[config.mk]
export PLATFORM = sky130hd
export DESIGN_NAME = dout_dwell
export DESIGN_NICKNAME = d
export VERILOG_FILES = /design/src/rtl/dout_dwell_pkg.sv /design/src/rtl/sat_cnt16.sv /design/src/rtl/dout_dwell.sv
export SDC_FILE = /design/constraint.sdc
export NUM_CORES = 1
export LEC_CHECK = 0
export CAP_MARGIN = 20
export CORE_MARGIN = 2
export CORE_UTILIZATION = 35
export DETAILED_ROUTE_END_ITERATION = 8
export PLACE_DENSITY_LB_ADDON = 0.1
export SYNTH_ARGS = -nofsm -noshare
export SYNTH_HDL_FRONTEND = slang
export SYNTH_SLANG_ARGS = --single-unit
[constraint.sdc]
create_clock -name clk_i -period 4.2 [get_ports clk_i]
set_input_delay 0.84 -clock clk_i [delete_from_list [all_inputs] [get_ports clk_i]]
set_output_delay 0.84 -clock clk_i [all_outputs]
set_load 0.1 [all_outputs]
[src/rtl/dout_dwell_pkg.sv]
// Shared definitions for the output dwell shaper and the input shake filter.
// Holds the 16-bit counter width and saturation constant, and the per-level
// FSM state encoding (bit 0 = held level, bit 1 = dwell still running).
package dout_dwell_pkg;

    localparam int unsigned CNT_W = 16;
    localparam logic [CNT_W-1:0] CNT_MAX = '1;
    localparam logic [CNT_W-1:0] CNT_ONE = {{(CNT_W-1){1'b0}}, 1'b1};

    typedef enum logic [1:0] {
        SETTLED_LO = 2'b00,
        SETTLED_HI = 2'b01,
        DWELL_LO   = 2'b10,
        DWELL_HI   = 2'b11
    } dwell_state_t;

    // Build the state for a held level, flagging whether its dwell is still running.
    function automatic dwell_state_t state_for(input logic level, input logic dwelling);
        return dwell_state_t'({dwelling, level});
    endfunction

endpackage

[src/rtl/sat_cnt16.sv]
// 16-bit saturating up-counter with synchronous load.
// Ports:
//   clk      clock, rising edge
//   rst_n    asynchronous active-low reset, loads RST_VAL
//   load     synchronous load of load_val (priority over inc)
//   load_val value taken on load
//   inc      increment by one, holding at CNT_MAX
//   count    current count
module sat_cnt16
    import dout_dwell_pkg::*;
#(
    parameter logic [CNT_W-1:0] RST_VAL = '0
) (
    input  logic             clk,
    input  logic             rst_n,
    input  logic             load,
    input  logic [CNT_W-1:0] load_val,
    input  logic             inc,
    output logic [CNT_W-1:0] count
);

    always_ff @(posedge clk or negedge rst_n) begin
        if (!rst_n) begin
            count <= RST_VAL;
        end else if (load) begin
            count <= load_val;
        end else if (inc && (count != CNT_MAX)) begin
            count <= count + CNT_ONE;
        end
    end

endmodule

[src/rtl/dout_dwell.sv]
// Output dwell shaper: data_o follows data_i one cycle later, except that a
// level must be held for its minimum dwell (min_hi_i / min_lo_i cycles) before
// it may change. Requests withdrawn while held off are counted in drop_cnt_o.
// Ports:
//   clk_i       clock, all state on rising edge
//   rst_n_i     asynchronous active-low reset
//   data_i      requested output level
//   min_hi_i    minimum high dwell in cycles (0/1 = unconstrained)
//   min_lo_i    minimum low dwell in cycles (0/1 = unconstrained)
//   clr_i       synchronous clear of drop_cnt_o
//   data_o      shaped output level, registered
//   busy_o      current level's dwell not yet met
//   pend_o      a level change is being held off
//   drop_cnt_o  saturating count of withdrawn requests
module dout_dwell
    import dout_dwell_pkg::*;
#(
    parameter logic INIT_LEVEL = 1'b0
) (
    input  logic             clk_i,
    input  logic             rst_n_i,
    input  logic             data_i,
    input  logic [CNT_W-1:0] min_hi_i,
    input  logic [CNT_W-1:0] min_lo_i,
    input  logic             clr_i,
    output logic             data_o,
    output logic             busy_o,
    output logic             pend_o,
    output logic [CNT_W-1:0] drop_cnt_o
);

    localparam dwell_state_t RST_STATE = state_for(INIT_LEVEL, 1'b0);

    dwell_state_t     state;
    dwell_state_t     state_nxt;
    logic [CNT_W-1:0] hold_cnt;
    logic [CNT_W-1:0] min_cur;
    logic [CNT_W-1:0] min_new;
    logic             met;
    logic             differs;
    logic             toggle;
    logic             pend_q;
    logic             drop_evt;

    // The output level is bit 0 of the state register, so data_o is a flop.
    assign data_o = state[0];

    always_comb begin
        min_cur  = data_o ? min_hi_i : min_lo_i;
        met      = (hold_cnt >= min_cur);
        differs  = (data_i != data_o);
        toggle   = met && differs;
        busy_o   = !met;
        pend_o   = !met && differs;
        // A request held off last cycle has been withdrawn while still held off.
        drop_evt = pend_q && !differs && !met;
    end

    always_comb begin
        state_nxt = state;
        min_new   = data_i ? min_hi_i : min_lo_i;
        if (toggle) begin
            // Counter restarts at 1, so the new level is settled at once if its min <= 1.
            state_nxt = state_for(data_i, min_new > CNT_ONE);
        end else begin
            state_nxt = state_for(data_o, !met);
        end
    end

    always_ff @(posedge clk_i or negedge rst_n_i) begin
        if (!rst_n_i) begin
            state  <= RST_STATE;
            pend_q <= 1'b0;
        end else begin
            state  <= state_nxt;
            pend_q <= pend_o;
        end
    end

    // Dwell age: reset to "met" so the first edge after reset may toggle.
    sat_cnt16 #(
        .RST_VAL (CNT_MAX)
    ) u_hold_cnt (
        .clk      (clk_i),
        .rst_n    (rst_n_i),
        .load     (toggle),
        .load_val (CNT_ONE),
        .inc      (1'b1),
        .count    (hold_cnt)
    );

    // Clear loads zero and therefore wins over a drop on the same edge.
    sat_cnt16 #(
        .RST_VAL ('0)
    ) u_drop_cnt (
        .clk      (clk_i),
        .rst_n    (rst_n_i),
        .load     (clr_i),
        .load_val ('0),
        .inc      (drop_evt),
        .count    (drop_cnt_o)
    );

endmodule
Word level (Yosys, flattened, before mapping):

Cells that the tools add are included.

* register bits after elaboration: 34
* bits of input ports: 36
* logic and storage cells: 24

* equal/unequal tests: 3
* muxes and demuxes: 5
* reduce and logical (&&, ||, !) cells: 9
* add/sub/neg operators: 2
* magnitude comparators: 1

Operator list (count)
* $mux 16: 5
* $add 16x1->16 const B: 2
* $ne 16x16->1 const B: 2
* $ge 16x16->1: 1
* $logic_and 1x1->1: 5
* $reduce_bool 2->1: 2
* $logic_not 1->1: 2
* $ne 1x1->1: 1

Longest topological paths before layout:

Gate-level depths: netlist of run 1.

* depth in word-level cells: 7
* mapped depth: 12

Cells and area by module:

A second synthesis of run 1 with hierarchy kept.

* cell total of the unflattened synthesis: 317
* area, all modules: 2722.6 um^2

Modules (own cells, without submodules)
* sat_cnt16 at u_hold_cnt: area each 1056.0 um^2, cells each 125, times used 1
* sat_cnt16 at u_drop_cnt: area each 1036.0 um^2, cells each 125, times used 1
* dout_dwell: area each 630.6 um^2, cells each 67, times used 1

Least setup slack after synthesis of run 1:

Ideal clock, no wire load.

* path kind: reg2out
* from: register state[0]
* to: output port pend_o
* required time: 3.360 ns
* arrival time: 4.524 ns
* cell stages (with the launch flop): 11
* path slack: -1.164 ns
* path through: dfrtp_1 buf_2 buf_1 mux2i_1 ha_1 a21o_1 a21o_1 a2111oi_4 nand3_2 buf_6 nor2_1

* longest elaborated chain between the ends: 4

RTL lines
* start, declared: RTL line dout_dwell.sv:34 `dwell_state_t state;`
* start signal, assigned: RTL line dout_dwell.sv:75 `state <= state_nxt;`
* $mux 16: RTL line dout_dwell.sv:49 `min_cur = data_o ? min_hi_i : min_lo_i;`
* $ge 16x16->1: RTL line dout_dwell.sv:50 `met = (hold_cnt >= min_cur);`
* $logic_not 1->1
* $logic_and 1x1->1 *: RTL line dout_dwell.sv:54 `pend_o = !met && differs;`
* end, declared: RTL line dout_dwell.sv:28 `output logic pend_o,`

Mark *: on every way between the ends. The rest lies on a longest branch, timed or not.

Worst setup path after layout of run 1:

* from: input port min_hi_i[0]
* to: output port busy_o

* longest elaborated chain between the ends: 3

RTL lines
* start, declared: RTL line dout_dwell.sv:23 `input logic [CNT_W-1:0] min_hi_i,`
* $mux 16: RTL line dout_dwell.sv:49
* $ge 16x16->1: RTL line dout_dwell.sv:50
* $logic_not 1->1
* end, declared: RTL line dout_dwell.sv:27 `output logic busy_o,`

No other way between the ends.

==> impl_metrics.csv, run 1 <==
group,metric,value,unit
outcome,status,"finished clean",
final_layout,register_area,872,um^2
final_layout,antenna_cells,0,
floorplanning,die_h,84.2,um
sta,slew_viol_final,0,
placement,place_congestion,0.763,
floorplanning,num_rows,29,
setup_path,cp_data_arrival_time,3.03,ns
power,cellPowerDensity,565,nW/um^2
global_routing,track_usage,0.162,
setup_path,cp-start-kind,"primary input",
flow_run,max-cap-violations,0,
floorplanning,ios,55,
setup_path,crit_type,"in -> out",
setup_path,cpPeakStageDelay,0.39,ns
yosys,seq_area_frac_synth,0.387,
clock_network,cts_sinks,34,
clock_network,cts_root_buf,"clkbuf_8",
clock_network,htree_levels,2,
yosys,async_flop_share,1.00,
sta,setup_viol,0,
placement,port_buffers,54,
clock_network,cts_resized,0,
clock_network,cts_setup_buffers,0,
setup_path,rr_worst_depth,9,
sta,fin_crit_sh,0.922,
global_routing,grt_max_degree,20,
setup_path,timing.rr.end,"u_drop_cnt.count[9]$_DFFE_PN0P_",
sta,setup_tns,0,ns
global_routing,overflow,0,
worst_hold_path,hold_depth,2,
global_routing,antenna_found_initial,0,
drt,antenna_left,0,
drt,drt_iter0_drc,68,
yosys,synth.top_cell.area_share,0.200,
sta,worst_pin_slew,0.974,ns
power,p_int,0.951,mW
drt,wirelength,5.53,mm
setup_path,cpLargestDelayFamily,"buffers and inverters",
yosys,yosysTopAreaCell,"dfrtp_1",
worst_hold_path,hold_path.class,"reg -> reg",
sta,finClkSkew,0.00434,ns
yosys,ys_ff_latch,34,
power,combPwrFrac,0.487,
clock_network,clk_pin_slew,0.07,ns
yosys,ys_top_cells_by_area,"dfrtp_1 20%, dfstp_2 19%, ha_1 10%, mux2i_1 7.6%, xor2_1 4.7%",
setup_path,end_kind,"output pin",
yosys,synth-main-ff-cell,"dfrtp_1",
setup_path,path_cells,"clkdlybuf4s50_1 -> mux2_2 -> ha_1 -> nand2b_1 -> a2111oi_0 -> nand3b_1 -> nand3_2 -> clkinvlp_4 -> buf_12",
drt,viasPerCell,5.28,
clock_network,clockBufferDepth,2,
drt,drt_first_pass_iters,4,
floorplanning,initial_core_util,0.358,
sta,max_freq,258,MHz
final_layout,nets,345,
yosys,netlist_area,2250,um^2
drt,wl_per_cell,15.0,um
yosys,ys_warn_count,0,
power,switching_share,0.440,
yosys,avgSynthCellArea,9.65,um^2
setup_path,rrSetupSlack,0.93,ns
sta,finalCriticalPeriod,3.87,ns
floorplanning,die_x,84.2,um
worst_hold_path,worstHoldStart,"u_hold_cnt.count[1]$_DFFE_PN1P_",
setup_path,r2r-start,"state[0]$_DFFE_PN0N_",
sta,hold_slack,0.565,ns
setup_path,slowest_stage,"clkdlybuf4s50_1",
worst_hold_path,hold-path-endpoint,"u_hold_cnt.count[1]$_DFFE_PN1P_",
yosys,syn_inst,233,
sta,slew_headroom,0.348,
clock_network,cts_buffers,5,
final_layout,multiInputGateArea,1340,um^2
global_routing,grt_pass1_wl,9.21,mm
power,seq_power_share,0.366,
yosys,synth_cell_types,42,
setup_path,path_max_fanout,5,
setup_path,crit_buf_inv,3,
final_layout,area_growth,33.6,%
drt,drc,0,
drt,vias,1948,
power,pwr-share-clk,0.147,
clock_network,cts_tree,"yes",
floorplanning,dieArea,7080,um^2
power,peakVddDrop,0.000552,V
placement,dp_hpwl,4.18,mm
power,p_switching,0.746,mW
floorplanning,core_area,6280,um^2
yosys,synthesis.nets,287,
clock_network,clk_latency,0.28,ns
final_layout,fill_cells,601,
sta,rsz0062_at_grt,"no",
clock_network,cts_hold_buf,0,
sta,hold_violations,0,
final_layout,drive_gt1_frac,0.130,
global_routing,grt_pass1_vias,1926,
setup_path,cp.required,3.36,ns
yosys,synth_edf_count,0,
power,power_leakage,1.26,nW
## how the worst max path moves through the flow
stage / start / to / slack (ns) / depth (start not counted)
floorplan: state[0]$_DFFE_PN0N_ / pend_o / 0.11 / 10
global placement: min_hi_i[13] / busy_o / 0.34 / 9
detailed placement: min_hi_i[0] / busy_o / 0.32 / 9
CTS: min_hi_i[0] / busy_o / 0.29 / 9
global route: min_hi_i[0] / pend_o / 0.1 / 9
finish: min_hi_i[0] / busy_o / 0.33 / 9
## synth_stat cells (2+ instances only)
library cell,count
a21o_1,2
dfstp_2,16
mux2_2,2
mux2i_1,17
clkbuf_1,4
or3_1,7
nand3_1,13
dfrtp_1,18
nand4_1,9
xnor2_1,3
o31ai_1,4
nand2_1,14
and4_1,4
ha_1,18
a21oi_1,18
and3_1,7
o21ai_0,12
nor2_1,19
or4_1,4
xor2_1,12
nor3_1,6
inv_1,4
## worst reg2reg max path, stage by stage (launching register included)
cell and delay (ns):
dfrtp_2 0.74, mux2_2 0.42, ha_1 0.26, nand2b_1 0.14, a2111oi_0 0.39, nand3b_1 0.20, nand3_2 0.17, buf_4 0.22
or4_1 0.50, a21oi_1 0.15
## logic make-up after synthesis
family                     count (synthesis)  share of synthesized area
and+or+nand+nor                           91                      0.217
xor gates and xnor gates                  15                     0.0584
AOI/OAI and AO/OA                         45                      0.129
buffers and inverters                     11                     0.0223
adders and majority gates                 18                      0.100
DFF                                       34                      0.387
muxes                                     19                     0.0857
## sequential cells by signal (all words and copies together) (netlist names)
register,cells
state,1
pend_q,1
u_hold_cnt.count,16
u_drop_cnt.count,16
## cell type report
type                    instances  share of cell area
flip-flops and latches         34               0.290
clock inverters                 1             0.00167
inverters                       4             0.00625
well taps                      77              0.0321
multi-input cells             188               0.444
repair buffers                 58               0.197
clock buffers                   7              0.0287
## power by group through the flow
stage	registers, mW	clock network (mW)	logic, mW
3_5_place_dp	0.629	0	0.835
2_1_floorplan	0.629	0	0.577
6_report	0.622	0.250	0.826
4_1_cts	0.625	0.262	0.839
5_1_grt	0.644	0.271	0.914
3_3_place_gp	0.627	0	0.828
## cell usage in the layout (no fill, tap or decap), types with 2 or more instances in the layout
cell type	synthesis	routed
a21o_1	2	2
clkdlybuf4s50_1	0	52
o31ai_1	4	4
xnor2_1	3	3
nor3_1	6	6
nand2_1	14	14
or4_1	4	4
clkbuf_8	0	6
or3_1	7	7
xor2_1	12	12
nand4_1	9	9
mux2i_1	17	17
nor2_1	19	18
ha_1	18	18
inv_1	4	3
dfstp_2	16	16
and4_1	4	4
and3_1	7	7
buf_12	0	2
dfrtp_1	18	17
a21oi_1	18	18
mux2_2	2	2
nand3_1	13	13
buf_4	0	4
o21ai_0	12	12
## metrics by stage
step                setup slack (ns)  cells  power (mW)   util  cell area (um^2)
floorplan                      0.111    233        1.21      -              2260
global placement               0.337    361        1.45  0.464              2910
detailed placement             0.315    361        1.46  0.464              2910
CTS                            0.293    369        1.73  0.479              3000
global route                  0.0973    369        1.83  0.479              3000
finish                         0.326    369        1.70  0.479              3000
## metal layers
| metal | vias to the layer above | part of all wire | global-route usage |
|---|---|---|---|
| met2 | 52 | 0.47 | 0.273 |
| li1 | 980 | - | - |
| met3 | 6 | 0.053 | 0.0334 |
| met5 | - | 0 | 0 |
| met1 | 910 | 0.47 | 0.213 |
| met4 | 0 | 0.011 | 0.0440 |
Note: power is estimated with default switching activity, not from simulation.
==> inputs of run 2 (changes only) <==
--- a/config.mk
+++ b/config.mk
@@ -7,7 +7,7 @@
 export LEC_CHECK = 0
 export CAP_MARGIN = 20
 export CORE_MARGIN = 2
-export CORE_UTILIZATION = 35
+export CORE_UTILIZATION = 25
 export DETAILED_ROUTE_END_ITERATION = 8
 export PLACE_DENSITY_LB_ADDON = 0.1
 export SYNTH_ARGS = -nofsm -noshare
==> run 2 against run 1 <==
  * Global-route usage shrank 3.0 points
  * Sequential cell count is the same
  * Count of clock-buffer cells in the layout grew 1
  * Register-to-register slack gained 0.06 ns
  * Maximum frequency shrank 2.7%
  * Combinational power grew 3.0%
  * Routed wire length grew 12%
  * Clock skew grew 0.0032 ns
  * Largest power group unchanged
  * Critical path type unchanged
==> impl_metrics.csv, run 2 (synthesis results as in run 1) <==
group,metric,value,unit
outcome,status,"finished clean",
setup_path,crit_type,"in -> out",
setup_path,path_cells,"clkdlybuf4s50_1 -> mux2i_1 -> ha_1 -> a21o_1 -> a21o_1 -> a2111oi_4 -> nand3_4 -> clkinvlp_4 -> buf_12",
power,cellPowerDensity,562,nW/um^2
sta,setup_viol,0,
sta,finClkSkew,0.00758,ns
power,switching_share,0.448,
global_routing,track_usage,0.132,
clock_network,cts_buffers,5,
setup_path,end_kind,"output pin",
global_routing,antenna_found_initial,0,
drt,drt_iter0_drc,50,
sta,finalCriticalPeriod,3.98,ns
global_routing,grt_max_degree,35,
final_layout,multiInputGateArea,1340,um^2
floorplanning,ios,55,
floorplanning,dieArea,9770,um^2
final_layout,final_area,3040,um^2
setup_path,cpPeakStageDelay,0.46,ns
sta,setup_tns,0,ns
global_routing,grt_pass1_wl,10.3,mm
setup_path,cpLargestDelayFamily,"compound AO/OA/AOI/OAI gates",
sta,slew_viol_final,0,
power,peakVddDrop,0.000392,V
sta,fin_crit_sh,0.949,
final_layout,top_regs,"u_drop_cnt.count x16, u_hold_cnt.count x16",
power,p_switching,0.766,mW
power,combPwrFrac,0.498,
setup_path,cp.required,3.36,ns
flow_run,max-cap-violations,0,
setup_path,cp_data_arrival_time,3.14,ns
power,finalPower,1.71,mW
drt,wl_per_cell,15.5,um
setup_path,cp-start-kind,"primary input",
global_routing,grt_pass1_vias,2038,
final_layout,nets,345,
clock_network,clk_latency,0.29,ns
floorplanning,die_h,98.8,um
power,power_leakage,1.25,nW
drt,vias,1951,
floorplanning,initial_core_util,0.258,
setup_path,cpMostUsedCell,"a21o_1",
final_layout,fill_cells,908,
drt,viasPerCell,4.88,
final_layout,antenna_cells,0,
drt,wirelength,6.20,mm
power,pwr-share-clk,0.141,
clock_network,cts_sinks,34,
setup_path,rr_worst_depth,11,
placement,place_congestion,0.761,
drt,drt_first_pass_iters,4,
floorplanning,num_rows,34,
final_layout,final_cell_mix,"52 x clkdlybuf4s50_1, 18 x a21oi_1, 18 x nor2_1, 18 x ha_1",
floorplanning,die_x,98.8,um
power,p_int,0.943,mW
final_layout,drive_gt1_frac,0.123,
clock_network,htree_levels,2,
drt,drc,0,
placement,dp_hpwl,4.51,mm
global_routing,overflow,0,
setup_path,slowest_stage,"a2111oi_4",
sta,max_freq,251,MHz
placement,port_buffers,54,
setup_path,crit_buf_inv,3,
worst_hold_path,hold_depth,2,
final_layout,register_area,872,um^2
sta,slew_headroom,0.321,
sta,rsz0062_at_grt,"no",
clock_network,cts_tree,"yes",
clock_network,clk_pin_slew,0.07,ns
clock_network,clockBufferDepth,2,
final_layout,final_common_cell,"clkdlybuf4s50_1",
drt,antenna_left,0,
power,seq_power_share,0.361,
sta,hold_violations,0,
clock_network,cts_root_buf,"clkbuf_8",
floorplanning,core_area,8720,um^2
setup_path,cp.depth,9,
final_layout,area_growth,35.3,%
setup_path,path_max_fanout,13,
placement,place_area,2940,um^2
worst_hold_path,hold_path.class,"reg -> reg",
sta,worst_pin_slew,1.02,ns
-- run 2: timing repair --
item / 4_1_cts / 5_1_grt
setup endpoints to repair: 0 / 2
hold buffers: 0 / 0
hold endpoints to repair: 0 / 0
resized for setup: 0 / 1
setup buffers: 0 / 0
-- run 2: cell type report --
cell class,count,area share
timing repair buffer,58,0.195
sequential,34,0.287
tap,108,0.0444
clock buffer,8,0.0263
multi-input combinational,188,0.441
inverter,4,0.00617
-- run 2: power by group through the flow --
stage / Combinational [mW] / Sequential [mW] / Clock (mW)
2_1_floorplan: 0.577 / 0.629 / 0
3_3_place_gp: 0.843 / 0.626 / 0
3_5_place_dp: 0.850 / 0.625 / 0
4_1_cts: 0.854 / 0.621 / 0.252
5_1_grt: 0.946 / 0.641 / 0.268
6_report: 0.851 / 0.616 / 0.242
-- run 2: layer usage --
metal | track usage | wire, um | up-vias
met5 | 0 | 0 | -
met4 | 0.0295 | 62 | 0
met3 | 0.0376 | 455 | 6
met2 | 0.210 | 2720 | 51
met1 | 0.180 | 2960 | 901
li1 | - | - | 993
-- run 2: path summary, 6_finish.rpt --
kind,startpoint,endpoint,slack [ns]
max,min_lo_i[13],busy_o,0.22
min,u_hold_cnt.count[1]$_DFFE_PN1P_,u_hold_cnt.count[1]$_DFFE_PN1P_,0.56
min in group asynchronous,rst_n_i,u_drop_cnt.count[11]$_DFFE_PN0P_,0.98
min reg2reg,u_hold_cnt.count[1]$_DFFE_PN1P_,u_hold_cnt.count[1]$_DFFE_PN1P_,0.56
max reg2reg,state[0]$_DFFE_PN0N_,u_hold_cnt.count[12]$_DFFE_PN1P_,0.99
max in group asynchronous,rst_n_i,u_hold_cnt.count[1]$_DFFE_PN1P_,2.88
-- run 2: worst min-delay path, cell delays in order (launching register included) --
cell,delay [ns]
dfstp_2,0.39
mux2i_1,0.12
nor2_1,0.05
-- run 2: metrics by stage --
stage | hold WS [ns] | std cells | setup slack, ns | util
6_report | 0.555 | 400 | 0.216 | 0.349
5_1_grt | 0.609 | 400 | 0.0984 | 0.349
4_1_cts | 0.558 | 399 | 0.0800 | 0.347
3_5_place_dp | 0.544 | 391 | 0.0775 | 0.338
3_3_place_gp | 0.549 | 391 | 0.109 | 0.338
2_1_floorplan | 0.525 | 233 | 0.111 | -
